===== src/rtl/robm_in_cond_if.sv =====
// Handshake bundle between the condition sources and the robm input-conditioning stage.
// Optional glitch_cnt is present only when ROBM_IN_COND_GLITCH_CNT_EN is defined.
interface robm_in_cond_if #(
  parameter int unsigned WIDTH = 12
);
  logic [WIDTH-1:0] raw_in;
  logic             en;
  logic [WIDTH-1:0] x_out;
  logic             x_valid;
  logic             x_change;
`ifdef ROBM_IN_COND_GLITCH_CNT_EN
  logic [7:0]       glitch_cnt;
`endif

`ifdef ROBM_IN_COND_GLITCH_CNT_EN
  modport master (output raw_in, en, input x_out, x_valid, x_change, glitch_cnt);
  modport slave  (input raw_in, en, output x_out, x_valid, x_change, glitch_cnt);
`else
  modport master (output raw_in, en, input x_out, x_valid, x_change);
  modport slave  (input raw_in, en, output x_out, x_valid, x_change);
`endif
endinterface


===== src/rtl/robm_in_cond.sv =====
// Synchronises, debounces and registers the x1..x12 condition lines for the robm controller.
// Define ROBM_IN_COND_GLITCH_CNT_EN to add the saturating rejected-pulse counter glitch_cnt.
module robm_in_cond #(
  parameter int unsigned WIDTH     = 12,
  parameter int unsigned DB_CYCLES = 4,
  parameter int unsigned CNT_W     = 8
) (
  input  logic         clk,
  input  logic         rst,
  robm_in_cond_if.slave bus
);

  localparam int unsigned SET_W       = CNT_W + 1;
  localparam int unsigned SETTLE_LAST = DB_CYCLES + 1;

  typedef enum logic [1:0] {
    ST_INIT,
    ST_SETTLE,
    ST_RUN,
    ST_FROZEN
  } state_t;

  state_t             r_state;
  state_t             w_state_nxt;
  logic [WIDTH-1:0]   r_s1;
  logic [WIDTH-1:0]   r_s2;
  logic [WIDTH-1:0]   r_x_out;
  logic [WIDTH-1:0]   w_x_out_nxt;
  logic               r_x_valid;
  logic               w_x_valid_nxt;
  logic               r_x_change;
  logic               w_x_change_nxt;
  logic [SET_W-1:0]   r_settle;
  logic [SET_W-1:0]   w_settle_nxt;
  logic [CNT_W-1:0]   r_cnt     [WIDTH];
  logic [CNT_W-1:0]   w_cnt_nxt [WIDTH];

  // Two-flop synchroniser; everything downstream sees only r_s2.
  always_ff @(posedge clk or posedge rst) begin
    if (rst) begin
      r_s1 <= '0;
      r_s2 <= '0;
    end else begin
      r_s1 <= bus.raw_in;
      r_s2 <= r_s1;
    end
  end

  always_ff @(posedge clk or posedge rst) begin
    if (rst) begin
      r_state    <= ST_INIT;
      r_x_out    <= '0;
      r_x_valid  <= 1'b0;
      r_x_change <= 1'b0;
      r_settle   <= '0;
      r_cnt      <= '{default: '0};
    end else begin
      r_state    <= w_state_nxt;
      r_x_out    <= w_x_out_nxt;
      r_x_valid  <= w_x_valid_nxt;
      r_x_change <= w_x_change_nxt;
      r_settle   <= w_settle_nxt;
      r_cnt      <= w_cnt_nxt;
    end
  end

  // Next state, settle sequencing and per-bit debounce; counts clear outside active RUN.
  always_comb begin
    w_state_nxt    = r_state;
    w_x_out_nxt    = r_x_out;
    w_x_valid_nxt  = r_x_valid;
    w_x_change_nxt = 1'b0;
    w_settle_nxt   = r_settle;
    for (int i = 0; i < int'(WIDTH); i++) begin
      w_cnt_nxt[i] = '0;
    end

    case (r_state)
      ST_INIT: begin
        w_state_nxt = ST_SETTLE;
      end
      ST_SETTLE: begin
        w_x_out_nxt = r_s2;
        if (r_settle == SET_W'(SETTLE_LAST)) begin
          w_state_nxt   = ST_RUN;
          w_x_valid_nxt = 1'b1;
        end else begin
          w_settle_nxt = r_settle + SET_W'(1);
        end
      end
      ST_RUN: begin
        if (!bus.en) begin
          w_state_nxt = ST_FROZEN;
        end else begin
          for (int i = 0; i < int'(WIDTH); i++) begin
            if (r_s2[i] == r_x_out[i]) begin
              w_cnt_nxt[i] = '0;
            end else if (r_cnt[i] == CNT_W'(DB_CYCLES - 1)) begin
              w_x_out_nxt[i] = ~r_x_out[i];
              w_x_change_nxt = 1'b1;
            end else begin
              w_cnt_nxt[i] = r_cnt[i] + CNT_W'(1);
            end
          end
        end
      end
      ST_FROZEN: begin
        if (bus.en) begin
          w_state_nxt = ST_RUN;
        end
      end
      default: begin
        w_state_nxt = ST_INIT;
      end
    endcase
  end

`ifdef ROBM_IN_COND_GLITCH_CNT_EN
  logic       w_reject_c;
  logic [7:0] r_glitch_cnt;

  // A rejected pulse: a bit returned to x_out while its debounce count was running.
  always_comb begin
    w_reject_c = 1'b0;
    if ((r_state == ST_RUN) && bus.en) begin
      for (int i = 0; i < int'(WIDTH); i++) begin
        if ((r_s2[i] == r_x_out[i]) && (r_cnt[i] != '0)) begin
          w_reject_c = 1'b1;
        end
      end
    end
  end

  always_ff @(posedge clk or posedge rst) begin
    if (rst) begin
      r_glitch_cnt <= '0;
    end else if (w_reject_c && (r_glitch_cnt != 8'hFF)) begin
      r_glitch_cnt <= r_glitch_cnt + 8'd1;
    end
  end

  assign bus.glitch_cnt = r_glitch_cnt;
`endif

  assign bus.x_out    = r_x_out;
  assign bus.x_valid  = r_x_valid;
  assign bus.x_change = r_x_change;

endmodule

===== src/flat_wrapper.sv =====
// flat-port wrapper written by rule: the top's interface ports become plain ports
module robm_in_cond_flat 
#(
  parameter int unsigned WIDTH     = 12,
  parameter int unsigned DB_CYCLES = 4,
  parameter int unsigned CNT_W     = 8
)
  (clk, rst, bus_raw_in, bus_en, bus_x_out, bus_x_valid, bus_x_change);
  robm_in_cond_if #(.WIDTH(WIDTH)) bus_i ();
  input  logic clk;
  input  logic rst;
  input wire logic [$bits(bus_i.raw_in)-1:0] bus_raw_in;
  input wire logic [$bits(bus_i.en)-1:0] bus_en;
  output wire logic [$bits(bus_i.x_out)-1:0] bus_x_out;
  output wire logic [$bits(bus_i.x_valid)-1:0] bus_x_valid;
  output wire logic [$bits(bus_i.x_change)-1:0] bus_x_change;
  assign bus_i.raw_in = bus_raw_in;
  assign bus_i.en = bus_en;
  assign bus_x_out = bus_i.x_out;
  assign bus_x_valid = bus_i.x_valid;
  assign bus_x_change = bus_i.x_change;
  robm_in_cond #(.WIDTH(WIDTH), .DB_CYCLES(DB_CYCLES), .CNT_W(CNT_W)) u_core (.clk(clk), .rst(rst), .bus(bus_i));
endmodule

===== config.mk =====
export PLATFORM = sky130hd
export DESIGN_NAME = robm_in_cond_flat
export DESIGN_NICKNAME = d
export VERILOG_FILES = /design/src/rtl/robm_in_cond_if.sv /design/src/rtl/robm_in_cond.sv /design/src/flat_wrapper.sv
export SDC_FILE = /design/constraint.sdc
export NUM_CORES = 1
export LEC_CHECK = 0
export ABC_AREA = 1
export BUFFER_PORTS_ARGS = -buffer_cell sky130_fd_sc_hd__buf_2
export CAP_MARGIN = 20
export CORE_MARGIN = 2
export CORE_UTILIZATION = 56
export DETAILED_ROUTE_END_ITERATION = 12
export GPL_ROUTABILITY_DRIVEN = 0
export MAX_ROUTING_LAYER = met4
export PLACE_DENSITY_LB_ADDON = 0.2
export SLEW_MARGIN = 20
export SYNTH_ARGS = -nofsm -noshare
export SYNTH_HDL_FRONTEND = slang
export SYNTH_SLANG_ARGS = --single-unit

===== constraint.sdc =====
create_clock -name clk -period 4.1 [get_ports clk]
set_input_delay 0.41 -clock clk [delete_from_list [all_inputs] [get_ports clk]]
set_output_delay 0.41 -clock clk [all_outputs]
set_load 0.02 [all_outputs]

# Word level (Yosys, flattened, before mapping)
# Cells that the tools add are included.
# op_classes
addsub	13
eq_ne	56
n_mux	88
bitwise	13
n_reduce_logical	17
# ops
cell	count
8-bit 2-to-1 mux	24
96-bit 2-to-1 mux	2
8-bit by 1-bit adder with 8-bit output (second input constant)	12
8-bit by 2-bit equality test with 1-bit output (second input constant)	12
1-bit 2-to-1 mux	56
4-bit AND reduction	12
2-bit inequality test (second input constant)	15
2-bit by 1-bit inequality test with 1-bit output (second input constant)	13
12-bit case mux with 2 select lines	1
1-bit NOT	13
1-bit equality test	12
12-bit 2-to-1 mux	1
9-bit by 1-bit adder with 9-bit output (second input constant)	1
9-bit by 3-bit equality test with 1-bit output (second input constant)	1
2-bit case mux with 4 select lines	1
2-bit 2-to-1 mux	3
2-bit equality test (second input constant)	2
2-bit AND reduction	2
3-bit AND reduction	1
2-bit by 1-bit equality test with 1-bit output (second input constant)	1
2-bit zero test	1
2-bit nonzero test	1
# word_totals
reg_bits	145
output_inout_bits	14
wordCells	217

# Logic depth before layout (Yosys ltp)
# Gate-level depths: netlist of the first run.
# logic_depth
depth_word	33
ltp_mapped	9
mapped_depth_nobuf	9

# Worst setup path before layout of the first run
# OpenSTA, ideal clock, no wires.
# synth_timing
path_type	reg-to-reg
start	register u_core.r_settle[1]
end	register u_core.r_settle[3]
setup_time_ns	0.079
arrival_ns	1.240
t_required_ns	4.021
setup_slack_ns	2.780
path_stages_with_launch	9
n_path_buf	1
cell_sequence	dfrtp_1 -> inv_1 -> ha_1 -> nand4_1 -> nor2_1 -> nor2_2 -> buf_4 -> nand2_1 -> xor2_1
# synth_between
elab_chain_cells	3
word_cells_on_any_way	4
# synth_lines
element	line	text
start: declaration	robm_in_cond.sv:33	logic [SET_W-1:0] r_settle;
start signal: assignment	robm_in_cond.sv:62	r_settle <= w_settle_nxt;
parallel branches: the longest is 3 deep, another holds 9-bit by 1-bit adder with 9-bit output	-	
# Parallel ways; which one is timed is not known.
# A chain may end at the register's enable or synchronous reset.

==> metrics.txt, run 1 <==
# TYPE chip_impl_metric gauge
chip_impl_info{name="outcome",value="complete, no violations"} 1
chip_impl_info{name="cp_cell_sequence",value="nand2_1, nor2_4, nand3_1, nor3b_1"} 1
chip_impl_metric{name="htree_num_levels",unit=""} 4
chip_impl_metric{name="finalSetupTns",unit="ps"} 0
chip_impl_metric{name="grt_util_all_layers",unit="%"} 21.6
chip_impl_metric{name="sequentialPowerShare",unit="%"} 44.4
chip_impl_metric{name="synth.yosys.warnings",unit=""} 0
chip_impl_metric{name="cell_internal_pwr",unit="mW"} 2.63
chip_impl_metric{name="clk_pin_slew",unit="ps"} 60
chip_impl_metric{name="worstPathMaxFanout",unit=""} 16
chip_impl_metric{name="slew_headroom",unit="%"} 48.9
chip_impl_info{name="timing.critical_path.to_type",value="flop"} 1
chip_impl_info{name="cts_tree",value="yes"} 1
chip_impl_metric{name="switching_share",unit="%"} 22.8
chip_impl_metric{name="power.density",unit="mW/mm²"} 441
chip_impl_metric{name="vdd.ir_drop.worst",unit="µV"} 220
chip_impl_metric{name="fin_crit_sh",unit="%"} 46.8
chip_impl_metric{name="ioPinCount",unit=""} 29
chip_impl_metric{name="drc",unit=""} 0
chip_impl_metric{name="syn_area",unit="mm²"} 0.00678
chip_impl_metric{name="initial_core_util",unit="%"} 57.0
chip_impl_metric{name="grt-ovfl-total",unit=""} 0
chip_impl_info{name="synth.most_common_cell",value="sky130_fd_sc_hd__dfrtp_1"} 1
chip_impl_metric{name="power_frac_comb",unit="%"} 6.5
chip_impl_metric{name="cpPeakStageDelay",unit="ps"} 560
chip_impl_metric{name="worst-endpoint-arrival",unit="ps"} 2240
chip_impl_metric{name="drive_above_1_share",unit="%"} 8.89
chip_impl_metric{name="multi_input_logic_area",unit="mm²"} 0.00269
chip_impl_metric{name="first_global_vias",unit=""} 5043
chip_impl_info{name="synth_common_cells",value="145 x sky130_fd_sc_hd__dfrtp_1, 144 x sky130_fd_sc_hd__nand2_1, 122 x sky130_fd_sc_hd__nor2_1"} 1
chip_impl_metric{name="sequential_cell_area",unit="mm²"} 0.00363
chip_impl_info{name="crit_slowest_cell",value="sky130_fd_sc_hd__nor2_4"} 1
chip_impl_metric{name="nFillCells",unit=""} 969
chip_impl_metric{name="clock_group_share_of_total_power",unit="%"} 49.1
chip_impl_metric{name="timing.final.max_slew_violations",unit=""} 0
chip_impl_metric{name="clock_sink_count",unit=""} 145
chip_impl_metric{name="fp.coreArea",unit="mm²"} 0.0119
chip_impl_metric{name="count_of_state_elements_after_synthesis",unit=""} 145
chip_impl_metric{name="synth-async-reset-ratio",unit="%"} 100
chip_impl_metric{name="die-height",unit="µm"} 114
chip_impl_metric{name="die_area",unit="mm²"} 0.0130
chip_impl_metric{name="cts-root-to-sink-buffers",unit=""} 2
chip_impl_info{name="rsz0062_at_grt",value="false"} 1
chip_impl_metric{name="max_clock_freq",unit="MHz"} 521
chip_impl_metric{name="postCtsSetupRepairBufs",unit=""} 0
chip_impl_metric{name="post_drt_wl_per_cell",unit="µm"} 12.4
chip_impl_metric{name="dp_slack",unit="ps"} 2040
chip_impl_metric{name="cts-hold-fix-buffers",unit=""} 0
chip_impl_info{name="cts_root_buffer",value="sky130_fd_sc_hd__clkbuf_16"} 1
chip_impl_metric{name="postRouteWirelength",unit="µm"} 12100
chip_impl_metric{name="synth_largest_type_area_fraction",unit="%"} 53.5
chip_impl_metric{name="place.detailed.instances",unit=""} 947
chip_impl_metric{name="synth-edff-count",unit=""} 0
chip_impl_metric{name="clock_insertion_delay_worst_skew",unit="ps"} 420
chip_impl_metric{name="max-cap-violations",unit=""} 0
chip_impl_metric{name="cells_after_synth",unit=""} 776
chip_impl_metric{name="final_critical_path_setup_slack",unit="ps"} 2180
chip_impl_metric{name="power_switching",unit="mW"} 0.780
chip_impl_info{name="yosys-top-cells-area",value="sky130_fd_sc_hd__dfrtp_1 53%, sky130_fd_sc_hd__nand2_1 8.0%, sky130_fd_sc_hd__nor2_1 6.8%, sky130_fd_sc_hd__inv_1 6.2%, sky130_fd_sc_hd__nand3_1 4.3%"} 1
chip_impl_metric{name="dr_total_vias",unit=""} 4924
chip_impl_metric{name="synth.avg_cell_area",unit="µm²"} 8.74
chip_impl_metric{name="fp-row-count",unit=""} 40
chip_impl_metric{name="leakage",unit="nW"} 3.63
chip_impl_info{name="ys.flop_type",value="sky130_fd_sc_hd__dfrtp_1"} 1
chip_impl_metric{name="tritoncts.num_buffers",unit=""} 17
chip_impl_metric{name="required",unit="ps"} 4420
chip_impl_metric{name="detailed_router_iteration_count_before_antenna_repair",unit=""} 4
chip_impl_metric{name="synthDistinctLibCells",unit=""} 28
chip_impl_metric{name="setup_viol",unit=""} 0
chip_impl_metric{name="synth_seq_area_share",unit="%"} 53.5
chip_impl_metric{name="final_hold_viol_count",unit=""} 0
chip_impl_metric{name="timing.hold.ws",unit="ps"} 93.8
chip_impl_metric{name="drt_iter0_drc",unit=""} 265
chip_impl_info{name="synth_largest_area_cell",value="sky130_fd_sc_hd__dfrtp_1"} 1
chip_impl_info{name="timing_worst_setup_path_type",value="flop to flop"} 1
chip_impl_metric{name="dp_hpwl",unit="µm"} 8230
chip_impl_metric{name="flow.area_growth_from_synthesis",unit="%"} 14.2
chip_impl_metric{name="fp.dieW",unit="µm"} 114
chip_impl_metric{name="skew",unit="ps"} 7.96
chip_impl_metric{name="finalCriticalPeriod",unit="ps"} 1920
chip_impl_metric{name="grt_start_max_net_pins",unit=""} 146
chip_impl_metric{name="synthesis.nets",unit=""} 805
chip_impl_info{name="worstHoldPathType",value="input port to flop"} 1
chip_impl_metric{name="port_buffers",unit=""} 28
chip_impl_metric{name="num_antenna_cells",unit=""} 0
chip_impl_info{name="timing.critical_path.from_type",value="flop"} 1
chip_impl_metric{name="antenna_violating_nets_post_route",unit=""} 0
chip_impl_metric{name="number_of_antenna_violations_at_the_first_check_in_global_routing",unit=""} 0
chip_impl_metric{name="via_density_per_instance",unit=""} 5.03
chip_impl_metric{name="grt_pass1_wl",unit="µm"} 21800
chip_impl_metric{name="layout.cells.non_filler",unit=""} 979
chip_impl_metric{name="worst-slew-pin-transition",unit="ps"} 767
chip_impl_metric{name="layout_nets",unit=""} 848
chip_impl_metric{name="cts.repair.resized",unit=""} 0
[power groups by stage]
stage	Combinational (mW)	Clock, mW	Sequential (mW)
floorplan	0.132	0	1.56
global placement	0.216	0	1.54
detailed placement	0.225	0	1.54
CTS	0.226	1.70	1.52
global route	0.255	1.78	1.52
finish	0.221	1.68	1.52
[cells by family (layout without fill, tap and decap cells)]
family / Yosys count / after routing / synth area share (%)
AND/OR/NAND/NOR: 404 / 404 / 27.5
flip-flops: 145 / 145 / 53.5
buffers and inverters: 119 / 175 / 6.90
AO/OA/AOI/OAI: 60 / 60 / 5.11
XOR/XNOR: 34 / 34 / 4.39
adder cells (fa/ha/maj): 14 / 14 / 2.58
[cells in the final DEF, fill, tap and decap left out]
cell,instances
sky130_fd_sc_hd__and2_0,1
sky130_fd_sc_hd__inv_1,111
sky130_fd_sc_hd__nor2_4,1
sky130_fd_sc_hd__o21a_1,1
sky130_fd_sc_hd__buf_4,1
sky130_fd_sc_hd__xor2_1,22
sky130_fd_sc_hd__and2_1,3
sky130_fd_sc_hd__xnor2_1,12
sky130_fd_sc_hd__dfrtp_1,145
sky130_fd_sc_hd__buf_2,28
sky130_fd_sc_hd__nand2_1,144
sky130_fd_sc_hd__clkinv_2,3
sky130_fd_sc_hd__clkinvlp_4,5
sky130_fd_sc_hd__clkinv_4,2
sky130_fd_sc_hd__clkbuf_16,17
sky130_fd_sc_hd__inv_2,1
sky130_fd_sc_hd__nand3_4,6
sky130_fd_sc_hd__clkbuf_8,1
sky130_fd_sc_hd__nand4_1,5
sky130_fd_sc_hd__nor3b_1,32
sky130_fd_sc_hd__bufinv_16,5
sky130_fd_sc_hd__buf_12,1
sky130_fd_sc_hd__nand3_1,58
sky130_fd_sc_hd__and3_1,3
sky130_fd_sc_hd__o2111ai_1,4
sky130_fd_sc_hd__nor3_1,27
sky130_fd_sc_hd__o21ai_2,1
sky130_fd_sc_hd__o21ai_0,21
sky130_fd_sc_hd__a21oi_1,23
sky130_fd_sc_hd__a21boi_0,10
sky130_fd_sc_hd__ha_1,14
sky130_fd_sc_hd__nor2_2,2
sky130_fd_sc_hd__nor2_1,122
[area by class of cell]
class,instances,share of cell area [%]
multi-input combinational,512,34.7
sequential,145,46.8
inverter,113,5.52
clock buffer,18,5.67
tap,147,2.37
clock inverter,14,2.75
timing repair buffer,30,2.16
[through the flow]
stage / cell area [µm²] / total power [mW] / util (%)
after global routing: 7750 / 3.55 / 65.0
after global placement: 7100 / 1.76 / 59.6
after detailed placement: 7100 / 1.77 / 59.6
after CTS: 7750 / 3.45 / 65.0
after floorplan: 6790 / 1.69 / -
final: 7750 / 3.41 / 65.0
[layer usage]
metal	part of all wire (%)	track usage, %	wire length (µm)	vias up
li1	-	-	-	2555
met4	1.5	7.07	179	0
met2	48	36.1	5840	53
met3	3.1	4.98	374	15
met5	0	-	0	-
met1	47	26.3	5740	2301
[flip-flops by register name, indices dropped and copies added (netlist names)]
name and cells:
u_core.bus.x_change 1, u_core.bus.x_out 12, u_core.bus.x_valid 1, u_core.r_cnt 96
u_core.r_s1 12, u_core.r_s2 12, u_core.r_settle 9, u_core.r_state 2
[worst paths after layout]
kind | start | end | slack [ps] | depth (start not counted)
min | bus_raw_in[2] | u_core.r_s1[2]$_DFF_PP0_ | 90 | 1
max in group asynchronous | rst | u_core.r_cnt[92]$_DFF_PP0_ | 3320 | 3
min in group asynchronous | rst | u_core.r_settle[4]$_DFFE_PP0P_ | 200 | 3
max reg2reg | u_core.r_state[1]$_DFFE_PP0P_ | u_core.r_cnt[84]$_DFF_PP0_ | 2180 | 4
max | u_core.r_state[1]$_DFFE_PP0P_ | u_core.r_cnt[84]$_DFF_PP0_ | 2180 | 4
min reg2reg | u_core.r_s1[9]$_DFF_PP0_ | u_core.r_s2[9]$_DFF_PP0_ | 350 | 0
[worst max-delay path: cells and delay by family (launching register included)]
| family | cells | cell delay (ps) |
|---|---|---|
| and+or+nand+nor | 4 | 1430 |
| DFF | 1 | 380 |
(Power assumes the default switching activity.)
==> run 2: changes to the inputs <==
ABC_AREA = 0   (was 1)
CORE_UTILIZATION = 61   (was 56)
clock period = 1.8 ns   (was 4.1 ns; I/O delays follow)
==> run 2 against run 1 <==
  * Design area shrank 2.5%
  * Clock-buffer cell count grew 1
  * Cell count shrank 20%
  * Setup slack lost 2200 ps
  * Clock skew shrank 1.7 ps
  * Combinational power grew 28%
  * Largest power group unchanged
  * Global-route usage grew 2.8 points
==> metrics.txt, run 2 <==
# TYPE chip_impl_metric gauge
chip_impl_metric{name="final_critical_path_setup_slack",unit="ps"} 4.61
chip_impl_metric{name="num_antenna_cells",unit=""} 0
chip_impl_metric{name="worst-slew-pin-transition",unit="ps"} 538
chip_impl_info{name="cts_tree",value="yes"} 1
chip_impl_metric{name="synth_largest_type_area_fraction",unit="%"} 58.1
chip_impl_metric{name="synth_seq_area_share",unit="%"} 58.1
chip_impl_metric{name="max-cap-violations",unit=""} 0
chip_impl_info{name="timing.critical_path.from_type",value="flop"} 1
chip_impl_info{name="synth.most_common_cell",value="sky130_fd_sc_hd__dfrtp_1"} 1
chip_impl_metric{name="ioPinCount",unit=""} 29
chip_impl_metric{name="count_of_state_elements_after_synthesis",unit=""} 145
chip_impl_metric{name="drc",unit=""} 0
chip_impl_metric{name="layout_nets",unit=""} 664
chip_impl_info{name="synth_common_cells",value="145 x sky130_fd_sc_hd__dfrtp_1, 99 x sky130_fd_sc_hd__nor2_1, 74 x sky130_fd_sc_hd__nand3_1"} 1
chip_impl_metric{name="detailed_router_iteration_count_before_antenna_repair",unit=""} 7
chip_impl_metric{name="cells_after_synth",unit=""} 556
chip_impl_metric{name="tritoncts.num_buffers",unit=""} 17
chip_impl_metric{name="first_global_vias",unit=""} 4536
chip_impl_metric{name="drt_iter0_drc",unit=""} 275
chip_impl_info{name="ys.flop_type",value="sky130_fd_sc_hd__dfrtp_1"} 1
chip_impl_metric{name="clk_pin_slew",unit="ps"} 60
chip_impl_metric{name="slew_headroom",unit="%"} 64.0
chip_impl_metric{name="postRouteWirelength",unit="µm"} 12000
chip_impl_metric{name="grt-ovfl-total",unit=""} 0
chip_impl_metric{name="synthDistinctLibCells",unit=""} 35
chip_impl_info{name="cpLargestDelayFamily",value="simple AND/OR/NAND/NOR gates"} 1
chip_impl_metric{name="synth.yosys.warnings",unit=""} 0
chip_impl_metric{name="grt_pass1_wl",unit="µm"} 20600
chip_impl_metric{name="flow.area_growth_from_synthesis",unit="%"} 21.0
chip_impl_metric{name="clock_insertion_delay_worst_skew",unit="ps"} 530
chip_impl_metric{name="cpPeakStageDelay",unit="ps"} 420
chip_impl_metric{name="synthesis.nets",unit=""} 585
chip_impl_info{name="cp_cell_sequence",value="ha_2, nor4b_2, a21oi_2, nand4_1, nor3_2, xnor2_1"} 1
chip_impl_info{name="synth_largest_area_cell",value="sky130_fd_sc_hd__dfrtp_1"} 1
chip_impl_metric{name="vdd.ir_drop.worst",unit="µV"} 1070
chip_impl_metric{name="finalCriticalPeriod",unit="ps"} 1800
chip_impl_info{name="timing_worst_setup_path_type",value="flop to flop"} 1
chip_impl_metric{name="final_hold_viol_count",unit=""} 0
chip_impl_metric{name="clock_sink_count",unit=""} 145
chip_impl_metric{name="timing.hold.ws",unit="ps"} 36.6
chip_impl_metric{name="worst-endpoint-arrival",unit="ps"} 2230
chip_impl_info{name="timing.critical_path.to_type",value="flop"} 1
chip_impl_metric{name="post_drt_wl_per_cell",unit="µm"} 15.3
chip_impl_info{name="cts_root_buffer",value="sky130_fd_sc_hd__clkbuf_8"} 1
chip_impl_metric{name="dr_total_vias",unit=""} 4247
chip_impl_metric{name="cts-root-to-sink-buffers",unit=""} 2
chip_impl_metric{name="skew",unit="ps"} 6.25
chip_impl_metric{name="dp_slack",unit="ps"} 22.3
chip_impl_info{name="final_cell_mix",value="145 x sky130_fd_sc_hd__dfrtp_1, 99 x sky130_fd_sc_hd__nor2_1, 70 x sky130_fd_sc_hd__xor2_1, 68 x sky130_fd_sc_hd__nand3_1, 28 x sky130_fd_sc_hd__buf_2"} 1
chip_impl_metric{name="die_area",unit="mm²"} 0.0111
chip_impl_metric{name="fp-row-count",unit=""} 36
chip_impl_metric{name="number_of_antenna_violations_at_the_first_check_in_global_routing",unit=""} 0
chip_impl_metric{name="port_buffers",unit=""} 28
chip_impl_metric{name="synth.avg_cell_area",unit="µm²"} 11.2
chip_impl_metric{name="synth-async-reset-ratio",unit="%"} 100
chip_impl_info{name="mostFrequentLayoutCell",value="sky130_fd_sc_hd__dfrtp_1"} 1
chip_impl_metric{name="drive_above_1_share",unit="%"} 18.9
chip_impl_info{name="crit_slowest_cell",value="sky130_fd_sc_hd__dfrtp_1"} 1
chip_impl_metric{name="fin_crit_sh",unit="%"} 99.7
chip_impl_metric{name="grt_start_max_net_pins",unit=""} 49
chip_impl_info{name="rsz0062_at_grt",value="true"} 1
chip_impl_info{name="registers.top_by_ff_count",value="u_core.r_cnt"} 1
chip_impl_metric{name="timing.critical_path.buf_inv",unit=""} 0
chip_impl_metric{name="worstPathMaxFanout",unit=""} 5
chip_impl_metric{name="initial_core_util",unit="%"} 63.3
chip_impl_metric{name="power.total",unit="mW"} 7.22
chip_impl_metric{name="antenna_violating_nets_post_route",unit=""} 0
chip_impl_metric{name="grt_util_all_layers",unit="%"} 24.4
chip_impl_metric{name="max_reg_flops",unit=""} 96
chip_impl_info{name="worstHoldPathType",value="input port to flop"} 1
chip_impl_metric{name="timing.final.max_slew_violations",unit=""} 0
chip_impl_metric{name="setup_viol",unit=""} 0
chip_impl_metric{name="final_cell_area",unit="mm²"} 0.00756
chip_impl_metric{name="fp.dieW",unit="µm"} 105
chip_impl_metric{name="fp.coreArea",unit="mm²"} 0.00986
chip_impl_metric{name="required",unit="ps"} 2240
chip_impl_metric{name="synth-edff-count",unit=""} 0
chip_impl_metric{name="dp_hpwl",unit="µm"} 7660
chip_impl_metric{name="die-height",unit="µm"} 105
chip_impl_metric{name="leakage",unit="nW"} 3.39
chip_impl_metric{name="syn_area",unit="mm²"} 0.00624
chip_impl_metric{name="placement.cell_area",unit="mm²"} 0.00671
chip_impl_metric{name="htree_num_levels",unit=""} 4
chip_impl_metric{name="max_clock_freq",unit="MHz"} 557
chip_impl_metric{name="power.density",unit="mW/mm²"} 956
chip_impl_metric{name="via_density_per_instance",unit=""} 5.44
chip_impl_info{name="outcome",value="complete, no violations"} 1
chip_impl_info{name="yosys-top-cells-area",value="sky130_fd_sc_hd__dfrtp_1 58%, sky130_fd_sc_hd__xor2_1 9.8%, sky130_fd_sc_hd__nor2_1 6.0%, sky130_fd_sc_hd__nand3_1 5.9%, sky130_fd_sc_hd__xnor2_1 3.1%"} 1
==> run 2: cell count changes in the layout (fill, tap and decap cells not counted), sizes merged, moves of 13 or more <==
cell / change
nand2: -126
inv: -100
xor2: +48
nor3b: -32
nor2: -25
and3: +20
buf: +20
a21oi: -19
o21ai: -17
nor3: -15
dlygate4sd3: +13
==> run 2: power breakdown <==
group	internal (mW)	switching (mW)
Combinational	0.105	0.178
Clock	2.26	1.30
Sequential	3.32	0.0510
Total	5.69	1.53
==> run 2: final timing paths <==
path,cells after the start,from,end,slack [ps]
max in group asynchronous,4,rst,u_core.r_cnt[83]$_DFF_PP0_,820
min in group asynchronous,3,rst,u_core.bus.x_change$_DFF_PP0_,230
max,6,u_core.r_settle[0]$_DFFE_PP0P_,u_core.r_settle[7]$_DFFE_PP0P_,5
min reg2reg,0,u_core.r_s1[3]$_DFF_PP0_,u_core.r_s2[3]$_DFF_PP0_,350
min,3,bus_en,u_core.r_state[0]$_DFFE_PP0P_,40
max reg2reg,6,u_core.r_settle[0]$_DFFE_PP0P_,u_core.r_settle[7]$_DFFE_PP0P_,5
==> run 2: layout make-up <==
type / instances / area, µm²
Clock buffer: 19 / 432
Clock inverter: 12 / 165
Fill cell: 609 / 2310
Inverter: 13 / 52.6
Multi-Input combinational cell: 395 / 2640
Sequential cell: 145 / 3630
Tap cell: 133 / 166
Timing Repair Buffer: 63 / 473
==> run 2: through the flow <==
step / util [%] / TNS, ps / cells
2_1_floorplan: - / -28860 / 556
3_3_place_gp: 68.0 / 0 / 732
3_5_place_dp: 68.0 / 0 / 732
4_1_cts: 75.5 / 0 / 776
5_1_grt: 76.6 / -575 / 780
6_report: 76.6 / 0 / 780
==> run 2: layer usage <==
metal	global-route usage, %	vias to the layer above	part of all wire, %
li1	-	2050	-
met1	30.2	2098	44
met2	38.2	68	50
met3	6.74	31	3.3
met4	10.1	0	2.8
met5	-	-	0
==> run 2: cells by family after synthesis <==
| group | count (synthesis) | share of synthesized area (%) |
|---|---|---|
| flops | 145 | 58.1 |
| fa+ha+maj | 14 | 2.81 |
| xor+xnor | 92 | 12.9 |
| simple gates | 256 | 20.6 |
| buf+inv | 16 | 1.00 |
| compound gates | 20 | 2.10 |
| mux | 13 | 2.44 |
==> run 2: tightest hold or removal path: stages <==
cell and delay [ps]:
sky130_fd_sc_hd__buf_2 110, sky130_fd_sc_hd__nand2_1 90, sky130_fd_sc_hd__a21boi_0 130
==> run 2: timing repair <==
item	in CTS	in global routing
buffers inserted	0	4
hold buffers	13	0
endpoints found under the hold margin	29	0
gates cloned	0	0
setup endpoints to repair	2	56
pin swaps	0	6
resized for setup	2	18
